### src/rtl/lfsr_cipher_pkg.sv
// Shared LFSR stream-cipher definitions; the transmit side imports the same
// package so both keystreams are guaranteed identical.
package lfsr_cipher_pkg;

    localparam int unsigned     LFSR_W       = 8;
    localparam logic [7:0]      DEFAULT_SEED = 8'hA5;
    localparam logic [7:0]      DEFAULT_TAPS = 8'hB8;

    // Receive phase decoded from bit counter and output-hold status.
    typedef enum logic [1:0] {
        ST_COLLECT,
        ST_COMPLETE,
        ST_HOLD
    } dec_state_e;

    function automatic logic [LFSR_W-1:0] lfsr_next(
        input logic [LFSR_W-1:0] state,
        input logic [LFSR_W-1:0] taps
    );
        return {state[LFSR_W-2:0], ^(state & taps)};
    endfunction

endpackage

### src/rtl/lfsr_stream_decryptor_if.sv
// Ciphertext bit stream in, plaintext byte stream out, both valid/ready.
interface lfsr_stream_decryptor_if;

    logic       in_valid;
    logic       in_bit;
    logic       in_ready;
    logic       out_valid;
    logic [7:0] out_data;
    logic       out_ready;

    modport master (
        output in_valid, in_bit, out_ready,
        input  in_ready, out_valid, out_data
    );

    modport slave (
        input  in_valid, in_bit, out_ready,
        output in_ready, out_valid, out_data
    );

endinterface

### src/rtl/lfsr_keystream_gen.sv
// Fibonacci LFSR keystream source; advances only when asked, reloads on load.
module lfsr_keystream_gen
    import lfsr_cipher_pkg::*;
#(
    parameter logic [LFSR_W-1:0] SEED = DEFAULT_SEED,
    parameter logic [LFSR_W-1:0] TAPS = DEFAULT_TAPS
) (
    input  logic              clk,
    input  logic              rst,
    input  logic              load,
    input  logic              advance,
    output logic              ks_bit,
    output logic [LFSR_W-1:0] state
);

    logic [LFSR_W-1:0] state_q, state_d;

    always_comb begin
        state_d = state_q;
        if (load) begin
            state_d = SEED;
        end else if (advance) begin
            state_d = lfsr_next(state_q, TAPS);
        end
    end

    always_ff @(posedge clk) begin
        if (rst) begin
            state_q <= SEED;
        end else begin
            state_q <= state_d;
        end
    end

    assign state  = state_q;
    assign ks_bit = state_q[LFSR_W-1];

`ifndef SYNTHESIS
    // An all-zero seed locks the LFSR at zero and yields no keystream.
    a_seed_nonzero: assert property (@(posedge clk) SEED != '0)
        else $error("lfsr_keystream_gen: SEED must be nonzero");
`endif

endmodule

### src/rtl/lfsr_stream_decryptor.sv
// Receive end of the LFSR stream cipher: XORs ciphertext bits with the
// keystream, packs plaintext LSB first and offers bytes on a valid/ready port.
module lfsr_stream_decryptor
    import lfsr_cipher_pkg::*;
#(
    parameter logic [LFSR_W-1:0] SEED = DEFAULT_SEED,
    parameter logic [LFSR_W-1:0] TAPS = DEFAULT_TAPS
) (
    input  logic                     clk,
    input  logic                     rst,
    input  logic                     sync,
    lfsr_stream_decryptor_if.slave   bus,
    output logic [LFSR_W-1:0]        lfsr_state,
    output logic [15:0]              byte_count
);

    logic [2:0]  bit_cnt_q,   bit_cnt_d;
    logic        out_valid_q, out_valid_d;
    logic [6:0]  partial_q,   partial_d;
    logic [7:0]  out_data_q,  out_data_d;
    logic [15:0] count_q,     count_d;

    dec_state_e  phase;
    logic        in_ready;
    logic        accept;
    logic        pop;
    logic        ks_bit;
    logic        p_bit;

    lfsr_keystream_gen #(
        .SEED (SEED),
        .TAPS (TAPS)
    ) u_ks (
        .clk     (clk),
        .rst     (rst),
        .load    (sync),
        .advance (accept),
        .ks_bit  (ks_bit),
        .state   (lfsr_state)
    );

    assign accept = bus.in_valid & in_ready;
    assign pop    = out_valid_q & bus.out_ready;
    assign p_bit  = bus.in_bit ^ ks_bit;

    always_ff @(posedge clk) begin
        if (rst) begin
            bit_cnt_q   <= '0;
            out_valid_q <= 1'b0;
            partial_q   <= '0;
            out_data_q  <= '0;
            count_q     <= '0;
        end else begin
            bit_cnt_q   <= bit_cnt_d;
            out_valid_q <= out_valid_d;
            partial_q   <= partial_d;
            out_data_q  <= out_data_d;
            count_q     <= count_d;
        end
    end

    always_comb begin
        bit_cnt_d   = bit_cnt_q;
        out_valid_d = out_valid_q;
        partial_d   = partial_q;
        out_data_d  = out_data_q;
        count_d     = count_q;

        // Pop first so a completing bit in the same cycle re-asserts valid.
        if (pop) begin
            out_valid_d = 1'b0;
            count_d     = count_q + 16'd1;
        end

        if (sync) begin
            bit_cnt_d = '0;
            partial_d = '0;
        end else if (accept) begin
            if (bit_cnt_q == 3'd7) begin
                out_data_d  = {p_bit, partial_q};
                out_valid_d = 1'b1;
                bit_cnt_d   = '0;
            end else begin
                for (int unsigned i = 0; i < 7; i++) begin
                    if (bit_cnt_q == 3'(i)) begin
                        partial_d[i] = p_bit;
                    end
                end
                bit_cnt_d = bit_cnt_q + 3'd1;
            end
        end
    end

    always_comb begin
        phase = ST_COLLECT;
        if (out_valid_q && !bus.out_ready) begin
            phase = ST_HOLD;
        end else if (bit_cnt_q == 3'd7) begin
            phase = ST_COMPLETE;
        end
        // Only the completing bit stalls behind an unconsumed byte.
        in_ready = !rst && !sync && !(phase == ST_HOLD && bit_cnt_q == 3'd7);
    end

    assign bus.in_ready  = in_ready;
    assign bus.out_valid = out_valid_q;
    assign bus.out_data  = out_data_q;
    assign byte_count    = count_q;

endmodule

### src/flat_wrapper.sv
// flat-port wrapper written by rule: the top's interface ports become plain ports
module lfsr_stream_decryptor_flat import lfsr_cipher_pkg::*;
#(
    parameter logic [LFSR_W-1:0] SEED = DEFAULT_SEED,
    parameter logic [LFSR_W-1:0] TAPS = DEFAULT_TAPS
)
  (clk, rst, sync, lfsr_state, byte_count, bus_in_valid, bus_in_bit, bus_out_ready, bus_in_ready, bus_out_valid, bus_out_data);
  lfsr_stream_decryptor_if bus_i ();
  input  logic clk;
  input  logic rst;
  input  logic sync;
  output logic [LFSR_W-1:0] lfsr_state;
  output logic [15:0] byte_count;
  input wire logic [$bits(bus_i.in_valid)-1:0] bus_in_valid;
  input wire logic [$bits(bus_i.in_bit)-1:0] bus_in_bit;
  input wire logic [$bits(bus_i.out_ready)-1:0] bus_out_ready;
  output wire logic [$bits(bus_i.in_ready)-1:0] bus_in_ready;
  output wire logic [$bits(bus_i.out_valid)-1:0] bus_out_valid;
  output wire logic [$bits(bus_i.out_data)-1:0] bus_out_data;
  assign bus_i.in_valid = bus_in_valid;
  assign bus_i.in_bit = bus_in_bit;
  assign bus_i.out_ready = bus_out_ready;
  assign bus_in_ready = bus_i.in_ready;
  assign bus_out_valid = bus_i.out_valid;
  assign bus_out_data = bus_i.out_data;
  lfsr_stream_decryptor #(.SEED(SEED), .TAPS(TAPS)) u_core (.clk(clk), .rst(rst), .sync(sync), .bus(bus_i), .lfsr_state(lfsr_state), .byte_count(byte_count));
endmodule
### config.mk
export PLATFORM = sky130hd
export DESIGN_NAME = lfsr_stream_decryptor_flat
export DESIGN_NICKNAME = d
export VERILOG_FILES = /design/src/rtl/lfsr_cipher_pkg.sv /design/src/rtl/lfsr_stream_decryptor_if.sv /design/src/rtl/lfsr_keystream_gen.sv /design/src/rtl/lfsr_stream_decryptor.sv /design/src/flat_wrapper.sv
export SDC_FILE = /design/constraint.sdc
export NUM_CORES = 1
export LEC_CHECK = 0
export ABC_AREA = 1
export BUFFER_PORTS_ARGS = -buffer_cell sky130_fd_sc_hd__buf_2
export CORE_MARGIN = 4
export CORE_UTILIZATION = 45
export DETAILED_ROUTE_END_ITERATION = 6
export GPL_TIMING_DRIVEN = 0
export PLACE_DENSITY_LB_ADDON = 0.12
export SYNTH_ARGS = -nofsm -noshare
export SYNTH_HDL_FRONTEND = slang
export SYNTH_SLANG_ARGS = --single-unit
export TNS_END_PERCENT = 10
### constraint.sdc
create_clock -name clk -period 4.6 [get_ports clk]
set_input_delay 1.15 -clock clk [delete_from_list [all_inputs] [get_ports clk]]
set_output_delay 1.15 -clock clk [all_outputs]
set_load 0.02 [all_outputs]
== Yosys cells after proc, flatten, opt, wreduce, memory -nomap -nowiden ==
Cells that the tools add are included.

* Bits in registers: 43
* Latch bits: 0
* Memory bits (writable): 0
* ROM bits: 0
* Bits of input ports: 6
* Output and inout bits: 34
* Memories: 0

* $add $sub $neg: 2
* $mul: 0
* Div/mod/pow operators: 0
* $lt $le $gt $ge: 0
* Equality and inequality tests: 8
* Shift operators: 0
* Muxes and demuxes: 7
* Bitwise logic cells: 5
* Reductions and logical operators: 19

{| class="wikitable"
|+ Operators by type and width
! operator !! number
|-
| $reduce_and 3->1 || 8
|-
| $add 16x1->16 const B || 1
|-
| $eq 3x3->1 const B || 4
|-
| $reduce_xor 8->1 || 1
|-
| $eq 3x2->1 const B || 2
|-
| $mux 1 || 5
|-
| $logic_and 1x1->1 || 4
|-
| $logic_not 1->1 || 4
|-
| $add 3x1->3 const B || 1
|-
| $eq 3x1->1 const B || 1
|-
| $logic_not 3->1 || 1
|-
| $mux 3 || 1
|-
| $and 1x1->1 || 2
|-
| $eq 2x2->1 const B || 1
|-
| $mux 2 || 1
|-
| $not 1->1 || 2
|-
| $reduce_or 2->1 || 1
|-
| $xor 1x1->1 || 1
|}

== Logic depth before layout (Yosys ltp) ==
* Depth after elaboration: 10
* Depth in mapped cells: 10

== Hierarchy ==
A second synthesis with hierarchy kept.

* Cells, all modules: 291
* Area, all modules: 2084.5 µm²

{| class="wikitable"
|+ By module, submodules not included
! module !! instances !! cells an instance !! area each (µm²)
|-
| lfsr_stream_decryptor || 1 || 241 || 1700.4
|-
| lfsr_keystream_gen || 1 || 50 || 384.1
|}

== Least setup slack after synthesis ==
OpenSTA, ideal clock, no wires.

* Path type: input port to output port
* Start: in rst
* End: out bus_in_ready
* Arrival: 1.802 ns
* Data required time: 3.450 ns
* Path slack: 1.648 ns
* Stages on the path: 5
* Path buffers: 2
* Cells stage by stage: buf_6 -> nor2_8 -> buf_2 -> nand2_1 -> inv_1

* Word-level cells in the longest chain between the ends: 3

{| class="wikitable"
|+ Ends and longest elaborated chain
! what !! line !! text
|-
| start: declaration || flat_wrapper.sv:10 || <nowiki>input logic rst;</nowiki>
|-
| $logic_not 1->1 || lfsr_stream_decryptor.sv:102 || <nowiki>in_ready = !rst && !sync && !(phase == ST_HOLD && bit_cnt_q == 3'd7);</nowiki>
|-
| $logic_and 1x1->1 (2 in a row) || lfsr_stream_decryptor.sv:102 ||
|-
| end: declaration || flat_wrapper.sv:17 || <nowiki>output wire logic [$bits(bus_i.in_ready)-1:0] bus_in_ready;</nowiki>
|}

Every way passes these cells.

== Final worst setup path ==
* Start: in sync
* End: out bus_in_ready

* Word-level cells in the longest chain between the ends: 3

{| class="wikitable"
|+ Ends and longest elaborated chain
! what !! line !! text
|-
| start: declaration || flat_wrapper.sv:11 || <nowiki>input logic sync;</nowiki>
|-
| $logic_not 1->1 || lfsr_stream_decryptor.sv:102 ||
|-
| $logic_and 1x1->1 (2 in a row) || lfsr_stream_decryptor.sv:102 ||
|}

Every way passes these cells.

==> impl_metrics.csv <==
group,metric,value,unit
global_routing,overflow,0,
final_layout,n_antenna_cell,0,
final_layout,stdcell_count,403,
clock_network,cts.sinks,43,
global_routing,grt_pass1_wl,7.555,mm
pwr,irDropWorstVdd,173.4,uV
synth,synth_area_leaders,"dfxtp_1 (40%), nand2_1 (12%), nor2_1 (11%), inv_1 (7.1%), ha_1 (4.1%)",
worst_setup_path,crit_required,3450,ps
synth,synth-main-ff-cell,"dfxtp_1",
global_routing,antenna_found_initial,0,
synth,synth_cells,306,
routing,route.detailed.drc,0,
pwr,switchingPower,159.9,uW
timing,tns,0,ps
pwr,p_per_area,265.2,mW/mm^2
routing,firstDrtPassIters,4,
final_layout,post-route-util,55.17,%
run_status,status,"completed",
synth,yosysMostFrequentCell,"nand2_1",
synth,synth_enable_flop_cells,0,
routing,top_layer_used,"met4",
clock_network,clkTransAtPathRegs,80,ps
hold_path,hp-class,"flop to flop",
pwr,p_sw_share,24.26,%
clock_network,clk_latency,290,ps
synth,synth-seq-cells,43,
final_layout,area_delta_synth_final,15.40,%
placed_design,place.gp.congestion,0.8849,
clock_network,cts_post_setup_buffers_inserted,0,
routing,ant_nets,0,
placed_design,hpwlAfterDp,3.261,mm
global_routing,grt_usage,15.67,%
worst_setup_path,cp_common_cell,"buf_2",
clock_network,cts_hold_buf,0,
routing,routedWlPerCell,10.92,um
synth,syn-cell-area,0.002153,mm^2
timing,slew_viol_final,0,
synth,synthesis.nets,319,
pwr,intPower,499.1,uW
routing,drt_iter0_markers,50,
placed_design,io_buffers,37,
final_layout,final_nets,363,
floorplanning,initial_core_util,47.81,%
floorplanning,dieArea,0.005956,mm^2
routing,vias,1897,
floorplanning,ios,40,
routing,dr_wl_met3,203,um
timing,hold_viol,0,
placed_design,dp.cells,395,
worst_setup_path,cp_slowest_cell,"buf_2",
pwr,pwr-share-seq,57.8,%
run,cap_violations,0,
clock_network,root_buffer,"clkbuf_8",
worst_setup_path,path_cells,"buf_2, nor2_8, buf_2, nand2_1, inv_1, buf_2",
timing,grt_setup_unrepaired,"false",
routing,wl_met1,2.092,mm
synth,yosysUniqueCellTypes,30,
synth,ys_warn_count,0,
final_layout,drive_above_1_share,18.80,%
worst_setup_path,crit_type,"input port to output port",
synth,syn_area_per_cell,7.037,um^2
clock_network,tritoncts,"yes",
clock_network,cts_buffer_depth,2,
routing,routed_wirelength,4.402,mm
pwr,cellLeakagePower,0.001232,uW
synth,synthTopCellsByCount,"nand2_1 (69), nor2_1 (62), dfxtp_1 (43)",
clock_network,cts_resized,0,
clock_network,cts_buffers,5,
worst_setup_path,cp_max_fo,10,
timing,tightestPinTransition,609.5,ps
pwr,clkPwrFrac,35.2,%
floorplanning,row_count,24,
worst_setup_path,start_kind,"input port",
timing,setup_viol,0,
timing,fin_crit_sh,68.37,%
timing,max_slew_margin,59.23,%
worst_setup_path,arrival,2000,ps
routing,via_per_inst,4.707,
floorplanning,dieHeight,77.18,um
final_layout,fillCellCount,480,
global_routing,grt_pass1_vias,1709,
clock_network,cts_max_level,2,
synth,yosysSeqAreaShare,39.98,%
floorplanning,die_w,77.18,um
floorplanning,core,0.004504,mm^2
synth,synth_top_cell_by_area,"dfxtp_1",
pwr,finalPower,659.1,uW
synth,synth_top_area_share,39.98,%
worst_setup_path,endpoint_kind,"output port",
pwr,combPwrFrac,7.1,%
global_routing,grt_max_degree,13,
timing,fin_crit,3145,ps
timing,fmax,318.0,MHz
routing,routed-wl-met2,2.036,mm
worst_setup_path,cp_slowest_stage_delay,250,ps
timing,fin_skew,5.526,ps
synth,synthArstFlopShare,0,%
==> worst max-delay path, delay by kind of cell <==
family        cells  cell delay (ps)
buf+inv           4              590
simple gates      2              250
==> power groups by stage <==
stage | Combinational (uW) | Clock (uW) | Sequential [uW]
floorplan | 29.5 | 0 | 393
global placement | 46.8 | 0 | 389
detailed placement | 47.0 | 0 | 389
CTS | 47.2 | 244 | 381
global route | 52.2 | 258 | 382
finish | 46.7 | 232 | 381
==> metal layers <==
layer	GRT usage, %	vias to the layer above
met5	0	-
met4	5.872	0
met3	4.918	6
met2	25.99	32
met1	18.88	824
li1	-	1035
==> placed cells by master, fill, tap and decap left out, types with 2 or more instances in the layout <==
cell type / count
a21oi_1: 12
buf_2: 41
buf_4: 2
buf_6: 3
clkbuf_1: 3
clkbuf_8: 5
dfxtp_1: 43
ha_1: 7
inv_1: 41
inv_2: 2
nand2_1: 69
nand2_2: 2
nand3_1: 11
nand4_1: 11
nor2_1: 62
nor2_2: 2
nor2_4: 2
o21ai_0: 15
xnor2_1: 3
xor2_1: 3
==> area by class of cell <==
type                       instances  area, um^2  area share [%]
inverter                          44       165.2           6.647
sequential                        43       860.8           34.64
clock buffer                       7       76.32           3.072
multi-input combinational        209        1055           42.45
tap                               52       65.06           2.618
buffer                            10       72.57           2.920
timing repair buffer              37       185.2           7.452
clock inverter                     1       5.005          0.2014
==> logic make-up after synthesis <==
kind of cell	share of synthesized area, %
simple gates	35.62
buf+inv	11.04
flops	39.98
compound gates	6.856
fa+ha+maj	4.067
xor+xnor	2.441
==> metrics by stage <==
step	hold slack (ps)	setup slack, ps	area [um^2]
after floorplan	452.3	1648	2153
after global placement	465.2	1449	2404
after detailed placement	474.7	1449	2404
after CTS	481.5	1443	2485
after global routing	515.1	1376	2485
final	482.2	1455	2485
==> sequential cells by signal, summed over array words and instances (netlist names) <==
name and count:
u_core.u_ks.state 8, u_core.bus.out_data 8, u_core.bit_cnt_q 3, u_core.bus.out_valid 1
u_core.partial_q 7, u_core.byte_count 16
==> final timing paths <==
check | start | endpoint | slack [ps] | cells after the start
hold reg to reg | u_core.u_ks.state[0]$_SDFFE_PP1P_ | u_core.u_ks.state[1]$_SDFFE_PP0P_ | 480 | 2
setup reg to reg | u_core.bit_cnt_q[0]$_SDFFE_PP0P_ | u_core.partial_q[0]$_SDFFE_PP0P_ | 2940 | 10
setup / recovery | sync | bus_in_ready | 1450 | 6
hold / removal | u_core.u_ks.state[0]$_SDFFE_PP1P_ | u_core.u_ks.state[1]$_SDFFE_PP0P_ | 480 | 2
Power figures use the tool's default switching activity.
